### src/rtl/pixel_stream_splitter.sv
// pixel_stream_splitter: steers BLOCK_LEN-pixel blocks alternately to two
//   destinations through a one-entry hold register with valid/ready handshakes.
// Ports: clk, rst (async, active high), clr (sync restart);
//   s_data/s_valid/s_ready : input pixel stream
//   sel, m_data            : demux select and held pixel
//   m1_valid/m1_ready, m2_valid/m2_ready : per-destination handshakes
//   blk_done, blk_cnt      : block-end pulse and in-block pixel count
module pixel_stream_splitter #(
  parameter int DATA_W    = 8,
  parameter int BLOCK_LEN = 28,
  parameter int CNT_W     = 5
) (
  input  logic              clk,
  input  logic              rst,
  input  logic              clr,
  input  logic [DATA_W-1:0] s_data,
  input  logic              s_valid,
  output logic              s_ready,
  output logic              sel,
  output logic [DATA_W-1:0] m_data,
  output logic              m1_valid,
  input  logic              m1_ready,
  output logic              m2_valid,
  input  logic              m2_ready,
  output logic              blk_done,
  output logic [CNT_W-1:0]  blk_cnt
);

  typedef enum logic {DEST1 = 1'b0, DEST2 = 1'b1} route_e;

  // One bit wider than the counter so BLOCK_LEN = 2^CNT_W fits.
  localparam logic [CNT_W:0] LEN = (CNT_W+1)'(BLOCK_LEN);

  route_e            route_q, route_d;
  logic [CNT_W-1:0]  cnt_q, cnt_d;
  logic              done_q, done_d;
  logic              full_q, full_d;
  logic              hdst_q, hdst_d;
  logic [DATA_W-1:0] data_q, data_d;

  logic              in_fire;
  logic              out_fire;
  logic [CNT_W:0]    cnt_inc;
  logic              wrap;

  always_comb begin
    m1_valid = full_q & ~hdst_q;
    m2_valid = full_q & hdst_q;
    out_fire = (m1_valid & m1_ready) | (m2_valid & m2_ready);
    s_ready  = ~full_q | out_fire;
    in_fire  = s_valid & s_ready;
    cnt_inc  = {1'b0, cnt_q} + {{CNT_W{1'b0}}, 1'b1};
    wrap     = in_fire & (cnt_inc == LEN);
  end

  // Routing FSM and block counter.
  always_comb begin
    route_d = route_q;
    cnt_d   = cnt_q;
    done_d  = 1'b0;
    if (in_fire) begin
      if (wrap) begin
        cnt_d   = '0;
        done_d  = 1'b1;
        unique case (route_q)
          DEST1:   route_d = DEST2;
          DEST2:   route_d = DEST1;
          default: route_d = DEST1;
        endcase
      end else begin
        cnt_d = cnt_inc[CNT_W-1:0];
      end
    end
    if (clr) begin
      cnt_d   = '0;
      route_d = DEST1;
      done_d  = 1'b0;
    end
  end

  // Hold register: the accepted pixel keeps the pre-toggle route.
  always_comb begin
    full_d = full_q;
    hdst_d = hdst_q;
    data_d = data_q;
    if (in_fire) begin
      full_d = 1'b1;
      hdst_d = route_q;
      data_d = s_data;
    end else if (out_fire) begin
      full_d = 1'b0;
    end
  end

  always_ff @(posedge clk or posedge rst) begin
    if (rst) begin
      route_q <= DEST1;
      cnt_q   <= '0;
      done_q  <= 1'b0;
      full_q  <= 1'b0;
      hdst_q  <= 1'b0;
      data_q  <= '0;
    end else begin
      route_q <= route_d;
      cnt_q   <= cnt_d;
      done_q  <= done_d;
      full_q  <= full_d;
      hdst_q  <= hdst_d;
      data_q  <= data_d;
    end
  end

  assign sel      = full_q ? hdst_q : route_q;
  assign m_data   = data_q;
  assign blk_done = done_q;
  assign blk_cnt  = cnt_q;

endmodule

### config.mk
export PLATFORM = sky130hd
export DESIGN_NAME = pixel_stream_splitter
export DESIGN_NICKNAME = d
export VERILOG_FILES = /design/src/rtl/pixel_stream_splitter.sv
export SDC_FILE = /design/constraint.sdc
export NUM_CORES = 1
export LEC_CHECK = 0
export ABC_AREA = 1
export CAP_MARGIN = 0
export CORE_MARGIN = 4
export CORE_UTILIZATION = 25
export CTS_BUF_LIST = sky130_fd_sc_hd__clkbuf_8
export DETAILED_ROUTE_END_ITERATION = 10
export PLACE_DENSITY = 0.5
export SETUP_SLACK_MARGIN = 0.15
export SLEW_MARGIN = 20
export SYNTH_ARGS = -nofsm -noshare
export SYNTH_HDL_FRONTEND = slang
export SYNTH_SLANG_ARGS = --single-unit
### constraint.sdc
create_clock -name clk -period 1.5 [get_ports clk]
set_input_delay 0.225 -clock clk [delete_from_list [all_inputs] [get_ports clk]]
set_output_delay 0.225 -clock clk [all_outputs]
set_load 0.005 [all_outputs]
* Word-level counts from Yosys, hierarchy flattened
Index checks and enable logic that the tools add are counted.
Word-level totals: register bits after elaboration 17, input bits 14, word-level logic and storage cells 36
Operators by class: add/subtract/negate cells 1, eq/ne operators 1, muxes and demuxes 13, bitwise operators 11, reduce and logical (&&, ||, !) cells 4
Operators with widths (number):
- 5-bit 2-to-1 mux | 3
- 1-bit 2-to-1 mux | 9
- 5-bit by 1-bit adder with 6-bit output (second input constant) | 1
- 1-bit bitwise AND | 6
- 6-bit by 5-bit equality test with 1-bit output (second input constant) | 1
- 2-bit nonzero test | 3
- 1-bit inverter | 3
- 1-bit OR | 2
- 1-bit one-hot mux with 2 select lines | 1
- 2-bit AND reduction | 1

* Logic depth before layout (Yosys ltp)
Gate-level depths: netlist of the first run.
depth after elaboration 10, gate-level depth with buffers 9, gate-level depth less buffers 9

* Worst setup path after synthesis of the first run
No wires, ideal clock.
path kind register to register, from register cnt_q[0], in the netlist blk_cnt[0], to register cnt_q[0], in the netlist blk_cnt[0], library setup time 0.118 ns, arrival time 1.170 ns, data required time 1.382 ns, path slack 0.212 ns, cell stages (with the launch flop) 8, clock period less this slack 1.288 ns, path through dfrtp_1 > ha_1 > nand2_1 > nand3_2 > nor2_4 > nand2_4 > nand4_1 > nand2_1
On the way: cells in the longest elaborated chain, start to end 6
RTL lines:
- from (decl) | RTL line 35 | logic [CNT_W-1:0] cnt_q, cnt_d;
- from (signal assigned) | RTL line 105 | cnt_q <= cnt_d;
- 5-bit by 1-bit adder with 6-bit output (*) | RTL line 52 | cnt_inc = {1'b0, cnt_q} + {{CNT_W{1'b0}}, 1'b1};
- 6-bit by 5-bit equality test with 1-bit output | RTL line 53 | wrap = in_fire & (cnt_inc == LEN);
- 1-bit bitwise AND | RTL line 53
- 5-bit 2-to-1 mux (*) | RTL line 62 | if (wrap) begin
- 5-bit 2-to-1 mux (*) | RTL line 61 | if (in_fire) begin
- 5-bit 2-to-1 mux (*) | RTL line 74 | if (clr) begin
Every way passes the cells marked *; elsewhere a longest branch is shown, timed or not. The select of a mux whose other input is x is not followed. A chain may end at the register's enable or synchronous reset.

* Worst setup path in the final report of the first run
from register cnt_q[0], in the netlist blk_cnt[0], to register route_q
On the way: cells in the longest elaborated chain, start to end 5
RTL lines:
- 5-bit by 1-bit adder with 6-bit output | RTL line 52
- 6-bit by 5-bit equality test with 1-bit output | RTL line 53
- 1-bit bitwise AND | RTL line 53
- 2-bit nonzero test (no source line)
- 2-bit AND reduction (no source line)
- to (signal assigned) | RTL line 104 | route_q <= route_d;
- to (decl) | RTL line 34 | route_e route_q, route_d;
No other way between the ends.

==> results by group, run 1 <==
Run status
  – Run status: complete, no violations

Power and ir drop
  – Switching Share: 0.2636
  – Seq pwr share: 0.462
  – Static Leak: 0.8869 nW
  – Internal power: 0.0008397 W
  – Combinational share of power: 0.237
  – Switch Pwr: approximately 0.00030 W
  – Total power: between 0.001 and 0.0015 W
  – Clock network power share: 0.300
  – Peak VDD IR: 0.0005622 V
  – PwrDens: roughly 770 nW/um2

Route
  – DR WL met3: around 140 um
  – DRT iter0 DRCs: 32
  – WL final: about 2200 um
  – Highest metal used: met4
  – Vias: 850
  – DR WL/cell: 10.76 um
  – Remaining antenna violation count: 0
  – Met2 Wirelength: about 1100 um
  – Detailed-router iteration count before antenna repair: 4
  – M1 WL: 978 um
  – # DRC: 0
  – Avg Vias per Cell: 4.126

Yosys
  – Mapped Area: a little under 900 um2
  – Post-Syn Instances: 108
  – Net Count, Synth: roughly 120
  – Synth cell types: 17
  – Syn Area/Cell: roughly 8.1 um2
  – Sequential fraction of the synthesis area: 0.4836
  – Number of synthesized register bits: 17
  – Yosys warns: 0

Cells and area
  – Share of cells above drive strength 1: 0.2688
  – Nets@finish: 177
  – Antenna diode count: 0
  – Layout area overhead: 67.85%
  – Layout Utilization: 0.4390
  – Post-Layout Cell Count: a little over 200

STA
  – RSZ-0062 raised after global routing: yes
  – Worst-margin pin slew: roughly 0.23 ns
  – Highest Clock Rate: 741.7 MHz
  – Slew Limit Fails: 0
  – Fin crit period: about 1.3 ns
  – Final Cycle Share: 0.8988
  – Setup violators final: 0
  – Fin Clk Skew: about 0.0011 ns
  – Worst rel slew slack: 0.8453
  – Final number of hold-violating endpoints: 0

Worst setup path
  – Setup CP Type: reg -> reg
  – Worst r2r src: blk_cnt[0]$_DFFE_PP0P_
  – Critical path launch point: blk_cnt[0]$_DFFE_PP0P_
  – CP Capture Type: flop
  – Critical path launch point type: flop
  – Crit path DAT: 1.54 ns
  – Critical Path RT: approximately 1.7 ns
  – Crit Path Max Fanout: 7

Placement
  – Detailed Place HPWL: 1559 um
  – Global placement routability congestion: between 0.8 and 0.9
  – PortBufs: 31
  – Placed instance count: 190

Floorplan
  – Starting Density: 0.2615
  – Die Y: between 60 and 70 um
  – FP Rows: 21
  – Core Area: between 3000 and 4000 um2
  – Ports: 32
  – Die X: 67.32 um
  – Die area: 4531 um2

Min path
  – Class of the worst hold path: in -> async

CTS
  – Sink Count: 17
  – Worst-Skew Late Latency: approximately 0.25 ns
  – Clock buffer depth: 2
  – Root Driver: clkbuf_8
  – CTS tree: done
  – Worst-path clk slew: ~0.070 ns
  – # H-tree levels: 1
  – Total CTS buffers: 3

Global route
  – Largest net degree at the start of global routing: 18
  – First-pass GRT wire length: roughly 3600 um
  – Vias in the first global route: 813
  – Initial antenna violation count: 0
  – GRT overflow: 0
  – All-Layer GR Usage: 0.1061

Run
  – Max-Cap Viols: 0
cell families (layout without fill, tap and decap cells):
group / after synthesis / after routing / share of synthesized area
and+or+nand+nor: 67 / 67 / 0.3812
buffers and inverters: 20 / 72 / 0.09531
DFF: 17 / 17 / 0.4836
adders and majority gates: 2 / 2 / 0.02844
AOI/OAI and AO/OA: 2 / 2 / 0.01138
routing by layer:
layer  vias to the layer above  global-route usage
met5                         -                   0
met4                         0             0.02278
met3                         2             0.03494
met2                        22              0.1718
met1                       389              0.1376
li1                        437                   -
worst paths after layout:
| kind | to | slack [ns] | depth (start not counted) |
|---|---|---|---|
| max | route_q$_DFFE_PP0P_ | 0.15 | 9 |
| min | blk_cnt[4]$_DFFE_PP0P_ | 0.28 | 3 |
| max reg2reg | route_q$_DFFE_PP0P_ | 0.15 | 9 |
| min reg2reg | m_data[6]$_DFFE_PP0P_ | 0.48 | 2 |
| max in group asynchronous | hdst_q$_DFFE_PP0P_ | 1.02 | 3 |
| min in group clk | m_data[6]$_DFFE_PP0P_ | 0.48 | 2 |
worst max-delay path, stage by stage, from the launching register on:
cell	delay, ns
dfrtp_1	0.41
buf_6	0.13
ha_4	0.16
nand2_2	0.07
nand3_2	0.10
nor2_4	0.13
nand2_4	0.09
nor2_4	0.09
nand2_1	0.05
nand2_1	0.05
what timing repair did:
| item | 4_1_cts | 5_1_grt |
|---|---|---|
| hold buffers | 0 | 0 |
| endpoints found under the setup margin | 12 | 20 |
| buffers inserted | 9 | 3 |
| pin swaps | 8 | 4 |
| gates resized for setup | 21 | 15 |
cells in the mapped netlist, drive strengths merged:
| cell | number | area [um2] |
|---|---|---|
| nand3 | 7 | 57.56 |
| inv | 18 | 67.57 |
| dfrtp | 17 | 425.4 |
| ha | 2 | 25.02 |
| nand4 | 7 | 43.79 |
| nor2 | 4 | 37.53 |
| and2 | 1 | 6.260 |
| buf | 2 | 16.26 |
| nand2 | 48 | 190.2 |
| o21ai | 2 | 10.01 |
state kept, by name, summed over array words and instances, names as in the netlist:
register	cells
blk_done	1
blk_cnt	5
m_data	8
full_q	1
route_q	1
hdst_q	1
area by class of cell:
class | count | area [um2]
multi-input cells | 71 | 407.9
well taps | 46 | 57.56
repair buffers | 50 | 469.2
flip-flops and latches | 17 | 427.9
fillers | 378 | 1887
clock inverters | 1 | 5.005
clock buffers | 3 | 41.29
inverters | 18 | 67.56
cell usage in the layout, fill, tap and decap left out:
master / instances
nor2_1: 1
nand4_1: 7
inv_2: 2
and2_1: 1
nand2_2: 4
o21ai_0: 1
nand2_1: 43
nand2_4: 1
nand3_4: 1
clkdlybuf4s50_1: 14
buf_4: 15
dfrtp_2: 2
nor2_4: 3
ha_4: 2
buf_6: 4
dfrtp_1: 15
nand3_1: 3
clkinv_2: 1
clkbuf_2: 2
inv_1: 16
dlymetal6s2s_1: 8
clkbuf_8: 3
nand3_2: 3
o21ai_1: 1
dlygate4sd2_1: 7
stage by stage:
step	worst slack, ns	TNS, ns	hold slack [ns]	area [um2]
floorplan	0.2123	0	0.1511	879.6
global placement	-0.1299	-0.1305	0.4615	1284
detailed placement	-0.1394	-0.1539	0.4655	1284
CTS	0.06210	0	0.2825	1423
global route	0.06899	0	0.2969	1476
finish	0.1518	0	0.2758	1476
power by group through the flow:
stage,registers [W],logic [W],clock network [W]
2_1_floorplan,0.000543,0.0000837,0
3_3_place_gp,0.000538,0.000254,0
3_5_place_dp,0.000538,0.000256,0
4_1_cts,0.000529,0.000271,0.000352
5_1_grt,0.000532,0.000298,0.000382
6_report,0.000527,0.000271,0.000342
Power figures use the tool's default switching activity.
==> run 2, diff against run 1 <==
--- a/config.mk
+++ b/config.mk
@@ -9,7 +9,6 @@
 export CAP_MARGIN = 0
 export CORE_MARGIN = 4
 export CORE_UTILIZATION = 25
-export CTS_BUF_LIST = sky130_fd_sc_hd__clkbuf_8
 export DETAILED_ROUTE_END_ITERATION = 10
 export PLACE_DENSITY = 0.5
 export SETUP_SLACK_MARGIN = 0.15
==> results by group, run 2 (synthesized netlist as in run 1, its figures left out) <==
Run status
  – Run status: complete, no violations

Worst setup path
  – CP peak stage delay: 0.42 ns (about the same)
  – Critical path launch point type: flop
  – Crit-path slowest cell: dfrtp_1
  – FF-to-FF setup slack: 0.13 ns (-0.02 ns)
  – Crit path DAT: 1.61 ns (+0.07 ns)
  – Crit Path Max Fanout: 7 (unchanged)
  – Reg2Reg Depth: 8 (-1)
  – Critical Path RT: 1.74 ns (+0.05 ns)
  – CP Capture Type: flop
  – Worst r2r src: blk_cnt[0]$_DFFE_PP0P_
  – Worst reg2reg endpoint: blk_cnt[3]$_DFFE_PP0P_
  – Crit-path cells: buf_6, buf_4, ha_1, nand3_2, nor2_4, nand2_4, nand4_1, nand2_1
  – Setup CP Type: reg -> reg

Cells and area
  – Share of cells above drive strength 1: 0.2704 (+0.001690)
  – Most frequent cells in the layout: 43 x nand2_1, 15 x inv_1, 15 x dfrtp_1, 13 x clkdlybuf4s50_1
  – Antenna diode count: 0 (unchanged)
  – Post-Layout Cell Count: 205 (-0.49%)
  – Layout Utilization: 0.4297 (-0.009301)
  – Fin area: 1445 um2 (-2.1%)
  – Layout area overhead: 64.30%
  – Fillcell total: 380 (+0.53%)
  – Max reg flops: 8 (unchanged)
  – Nets@finish: 176 (-0.56%)
  – Commonest non-fill, non-tap cell in the layout: nand2_1

Placement
  – Global placement routability congestion: 0.8551 (unchanged)
  – PortBufs: 31 (unchanged)
  – Placed Area: 1284 um2 (unchanged)
  – Placed instance count: 190 (unchanged)
  – Detailed Place HPWL: 1559 um (unchanged)
  – Pre-CTS setup slack: -0.1394 ns (unchanged)

Route
  – WL final: 2167 um (-2.3%)
  – # DRC: 0 (unchanged)
  – DRT iter0 DRCs: 29 (-9.4%)
  – Avg Vias per Cell: 4.088 (-0.93%)
  – DR WL/cell: 10.57 um (-1.8%)
  – Vias: 838 (-1.4%)
  – Remaining antenna violation count: 0 (unchanged)
  – Detailed-router iteration count before antenna repair: 4 (unchanged)

CTS
  – CTS Hold Bufs: 0 (unchanged)
  – Root Driver: clkbuf_4
  – CTS tree: done
  – Worst-Skew Late Latency: 0.29 ns (+0.04 ns)
  – # H-tree levels: 1 (unchanged)
  – Clock buffer depth: 2 (unchanged)
  – Sink Count: 17 (unchanged)
  – Worst-path clk slew: 0.10 ns (+0.03 ns)
  – Total CTS buffers: 3 (unchanged)

STA
  – Setup ws final: 0.1284 ns (-0.02332 ns)
  – Final Cycle Share: 0.9144 (+0.01554)
  – Slew Limit Fails: 0 (unchanged)
  – Setup violators final: 0 (unchanged)
  – Fin crit period: 1.372 ns (+0.02331 ns)
  – Final number of hold-violating endpoints: 0 (unchanged)
  – Worst-margin pin slew: 0.2221 ns (-0.009579 ns)
  – Worst rel slew slack: 0.8519 (+0.006611)
  – Fin Clk Skew: 0.002552 ns (+0.001450 ns)
  – RSZ-0062 raised after global routing: yes
  – Highest Clock Rate: 729.1 MHz (-1.7%)

Power and ir drop
  – Total power: 0.001041 W (-8.7%)
  – Peak VDD IR: 0.0004379 V (-22%)
  – Static Leak: 0.8016 nW (-9.6%)
  – PwrDens: 720.6 nW/um2 (-6.7%)

Global route
  – Grt met2 use: 0.1730 (+0.001227)
  – GRT overflow: 0 (unchanged)
  – GRT met1 Usage: 0.1294 (-0.008214)
  – Met3 Use GR: 0.03494 (unchanged)
  – Largest net degree at the start of global routing: 18 (unchanged)
  – Most used routing layer: met2
  – First-pass GRT wire length: 3588 um (-1.3%)
  – Vias in the first global route: 836 (+2.8%)
  – Initial antenna violation count: 0 (unchanged)
  – All-Layer GR Usage: 0.1044 (-0.001745)

Floorplan
  – Die area: 4531 um2 (unchanged)
  – Ports: 32 (unchanged)
  – Starting Density: 0.2615 (unchanged)
  – Die X: 67.32 um (unchanged)
  – Die Y: 67.32 um (unchanged)
  – Core Area: 3363 um2 (unchanged)
  – FP Rows: 21 (unchanged)

Run
  – Max-Cap Viols: 0 (unchanged)

Min path
  – Class of the worst hold path: in -> async
==> run 2: routing by layer <==
metal | routed length [um] | part of all wire
met1 | 994 | 0.46
met2 | 1029 | 0.47
met3 | 126 | 0.058
met4 | 16 | 0.0074
met5 | 0 | 0
==> run 2: stage by stage <==
stage / hold slack (ns) / TNS (ns)
after CTS: 0.2281 / 0
final: 0.2247 / 0
after detailed placement: 0.4655 / -0.1539
after floorplan: 0.1511 / 0
after global placement: 0.4615 / -0.1305
after global routing: 0.2365 / 0
==> run 2: report_power, final <==
group	switching, W	internal (W)	leakage (nW)	total, W
clock network	0.000151	0.0000992	0.0177	0.000250
logic	0.000117	0.000147	0.567	0.000263
registers	0.0000270	0.000501	0.217	0.000528
==> run 2: area by class of cell <==
type / instances / area (um2) / share of cell area
clock buffer: 3 / 22.52 / 0.01558
clock inverter: 1 / 5.005 / 0.003463
inverter: 18 / 70.07 / 0.04848
multi-input combinational: 71 / 410.4 / 0.2840
sequential: 17 / 427.9 / 0.2961
tap: 46 / 57.56 / 0.03983
timing repair buffer: 49 / 451.7 / 0.3126
==> run 2: how the worst max path moves through the flow <==
| stage | cells past startpoint | endpoint | startpoint |
|---|---|---|---|
| 3_5_place_dp | 6 | s_ready | m2_ready |
| 6_report | 8 | blk_cnt[3]$_DFFE_PP0P_ | blk_cnt[0]$_DFFE_PP0P_ |
| 3_3_place_gp | 6 | s_ready | m2_ready |
| 5_1_grt | 8 | blk_cnt[3]$_DFFE_PP0P_ | blk_cnt[0]$_DFFE_PP0P_ |
| 2_1_floorplan | 7 | blk_cnt[0]$_DFFE_PP0P_ | blk_cnt[0]$_DFFE_PP0P_ |
| 4_1_cts | 9 | route_q$_DFFE_PP0P_ | blk_cnt[0]$_DFFE_PP0P_ |
==> run 2: critical path: cells and delay by family, from the launching register on <==
family                     cells  cell delay [ns]
adders and majority gates      1             0.21
DFF                            1             0.42
buffers and inverters          2             0.27
and+or+nand+nor                5             0.42
==> run 2: repair_timing <==
item                                   4_1_cts  5_1_grt
resized for setup                           33       19
setup buffers                               10        1
endpoints found under the hold margin        0        0
pin swaps                                    3        9
setup endpoints to repair                   17       22
==> run 3, diff against run 2 <==
==> constraint.sdc (replaced) <==
create_clock -name clk -period 1.3 [get_ports clk]
set_input_delay 0.195 -clock clk [delete_from_list [all_inputs] [get_ports clk]]
set_output_delay 0.195 -clock clk [all_outputs]
set_load 0.005 [all_outputs]
==> results by group, run 3 (synthesized netlist as in run 1, its figures left out) <==
Run status
  – Run status: finished with violations
  – Failing checks: setup timing

Cells and area
  – Max reg flops: 8 (unchanged)
  – Layout Utilization: 0.4468 (+0.01711)
  – Antenna diode count: 0 (unchanged)
  – Share of cells above drive strength 1: 0.3905 (+0.1201)
  – Commonest non-fill, non-tap cell in the layout: nand2_1
  – Post-Layout Cell Count: 215 (+4.9%)
  – Nets@finish: 186 (+5.7%)
  – Most frequent cells in the layout: 42 x nand2_1, 18 x buf_4, 15 x dfrtp_1, 14 x inv_1, 13 x clkdlybuf4s50_1
  – Layout area overhead: 70.84%
  – Fin area: 1503 um2 (+4.0%)

Worst setup path
  – Setup CP Type: reg -> out
  – CP Capture Type: primary output
  – FF-to-FF setup slack: -0.05 ns (-0.18 ns)
  – Crit Path Max Fanout: 4 (-3)
  – Critical path launch point: hdst_q$_DFFE_PP0P_
  – Crit path DAT: 1.17 ns (-0.44 ns)
  – Critical path launch point type: flop
  – Worst r2r src: blk_cnt[0]$_DFFE_PP0P_
  – Critical Path RT: 1.11 ns (-0.63 ns)

Placement
  – Placed Area: 1326 um2 (+3.3%)
  – Placed instance count: 195 (+2.6%)
  – Pre-CTS setup slack: -0.2838 ns (-0.1443 ns)
  – Global placement routability congestion: 0.7705 (-9.9%)
  – Detailed Place HPWL: 1534 um (-1.6%)
  – PortBufs: 31 (unchanged)

Floorplan
  – Starting Density: 0.2615 (unchanged)
  – Die area: 4531 um2 (unchanged)
  – Core Area: 3363 um2 (unchanged)
  – Die X: 67.32 um (unchanged)
  – Ports: 32 (unchanged)
  – Die Y: 67.32 um (unchanged)
  – FP Rows: 21 (unchanged)

STA
  – Final number of hold-violating endpoints: 0 (unchanged)
  – Final Hold Slack: 0.1866 ns (-0.03806 ns)
  – Worst-margin pin slew: 0.2217 ns (-0.0003797 ns)
  – Fin Clk Skew: 0.005053 ns (+0.002502 ns)
  – Setup violators final: 11 (+11)
  – Final Cycle Share: 1.050
  – Worst rel slew slack: 0.8522 (about the same)
  – RSZ-0062 raised after global routing: yes
  – Fin crit period: around 1.4 ns
  – Slew Limit Fails: 0 (unchanged)
  – Highest Clock Rate: approximately 730 MHz
  – Setup ws final: -0.06507 ns (-0.1935 ns)

Route
  – DRT iter0 DRCs: 14 (-52%)
  – # DRC: 0 (unchanged)
  – Remaining antenna violation count: 0 (unchanged)
  – Avg Vias per Cell: 4.056 (-0.78%)
  – WL final: 2247 um (+3.7%)
  – Vias: 872 (+4.1%)
  – DR WL/cell: 10.45 um (-1.1%)
  – Detailed-router iteration count before antenna repair: 4 (unchanged)

Power and ir drop
  – PwrDens: 822.6 nW/um2 (+14%)
  – Seq pwr share: 0.492 (-0.015)
  – Peak VDD IR: 0.0005551 V (+27%)
  – Internal power: 0.0008886 W (+19%)
  – Combinational share of power: 0.274 (+0.021)
  – Switching Share: 0.2812 (-0.001469)
  – Static Leak: 0.8180 nW (+2.0%)
  – Clock network power share: 0.234 (-0.006)
  – Switch Pwr: 0.0003476 W (+18%)

CTS
  – # H-tree levels: 1 (unchanged)
  – Root Driver: clkbuf_4
  – Clock buffer depth: 2 (unchanged)
  – Worst-Skew Late Latency: 0.30 ns (about the same)
  – Worst-path clk slew: 0.10 ns (about the same)
  – CTS Hold Bufs: 0 (unchanged)
  – Total CTS buffers: 3 (unchanged)
  – CTS tree: done
  – Sink Count: 17 (unchanged)

Global route
  – All-Layer GR Usage: 0.1091 (+0.004734)
  – GRT overflow: 0 (unchanged)
  – Initial antenna violation count: 0 (unchanged)
  – Largest net degree at the start of global routing: 18 (unchanged)
  – Vias in the first global route: 898 (+7.4%)
  – First-pass GRT wire length: 3726 um (+3.8%)

Run
  – Max-Cap Viols: 0 (unchanged)

Min path
  – Class of the worst hold path: in -> async
run 3: power by group through the flow:
stage,Clock [W],Combinational (W),Sequential [W]
2_1_floorplan,0,0.0000967,0.000626
3_3_place_gp,0,0.000301,0.000621
3_5_place_dp,0,0.000303,0.000623
4_1_cts,0.000305,0.000333,0.000609
5_1_grt,0.000323,0.000371,0.000615
6_report,0.000290,0.000338,0.000608
run 3: routing by layer:
metal,vias to the layer above,GRT usage,part of all wire
li1,452,-,-
met1,396,0.1155,0.41
met2,20,0.1939,0.52
met3,4,0.03827,0.051
met4,0,0.04810,0.012
met5,-,0,0
run 3: layout make-up:
type	instances	area, um2
tap	46	57.56
clock buffer	3	22.52
fill	378	1861
timing repair buffer	59	504.2
clock inverter	1	5.005
multi-input combinational	71	415.4
inverter	18	70.07
sequential	17	427.9
run 3: worst paths after layout:
path                       cells after the start                      to
max                                            6                 s_ready
min                                            3  blk_cnt[4]$_DFFE_PP0P_
max reg2reg                                    8  blk_cnt[4]$_DFFE_PP0P_
min reg2reg                                    2   m_data[1]$_DFFE_PP0P_
max in group asynchronous                      3      hdst_q$_DFFE_PP0P_
min in group clk                               3   m_data[7]$_DFFE_PP0P_
run 3: per-stage QoR:
stage / power (W) / setup TNS [ns]
floorplan: 0.0007229 / 0
global placement: 0.0009228 / -1.958
detailed placement: 0.0009255 / -2.514
CTS: 0.001247 / -0.2292
global route: 0.001309 / -1.479
finish: 0.001236 / -0.3310
run 3: timing repair:
action / 4_1_cts / 5_1_grt
pin swaps: 7 / 0
cloned: 1 / 0
setup endpoints to repair: 35 / 31
gates resized for setup: 65 / 16
setup buffers: 13 / 2
run 3: worst max-delay path, stage by stage, from the launching register on:
cell     delay [ns]
dfrtp_2        0.44
buf_6          0.12
inv_2          0.04
nand3_2        0.06
nand2_1        0.06
inv_1          0.04
buf_2          0.12
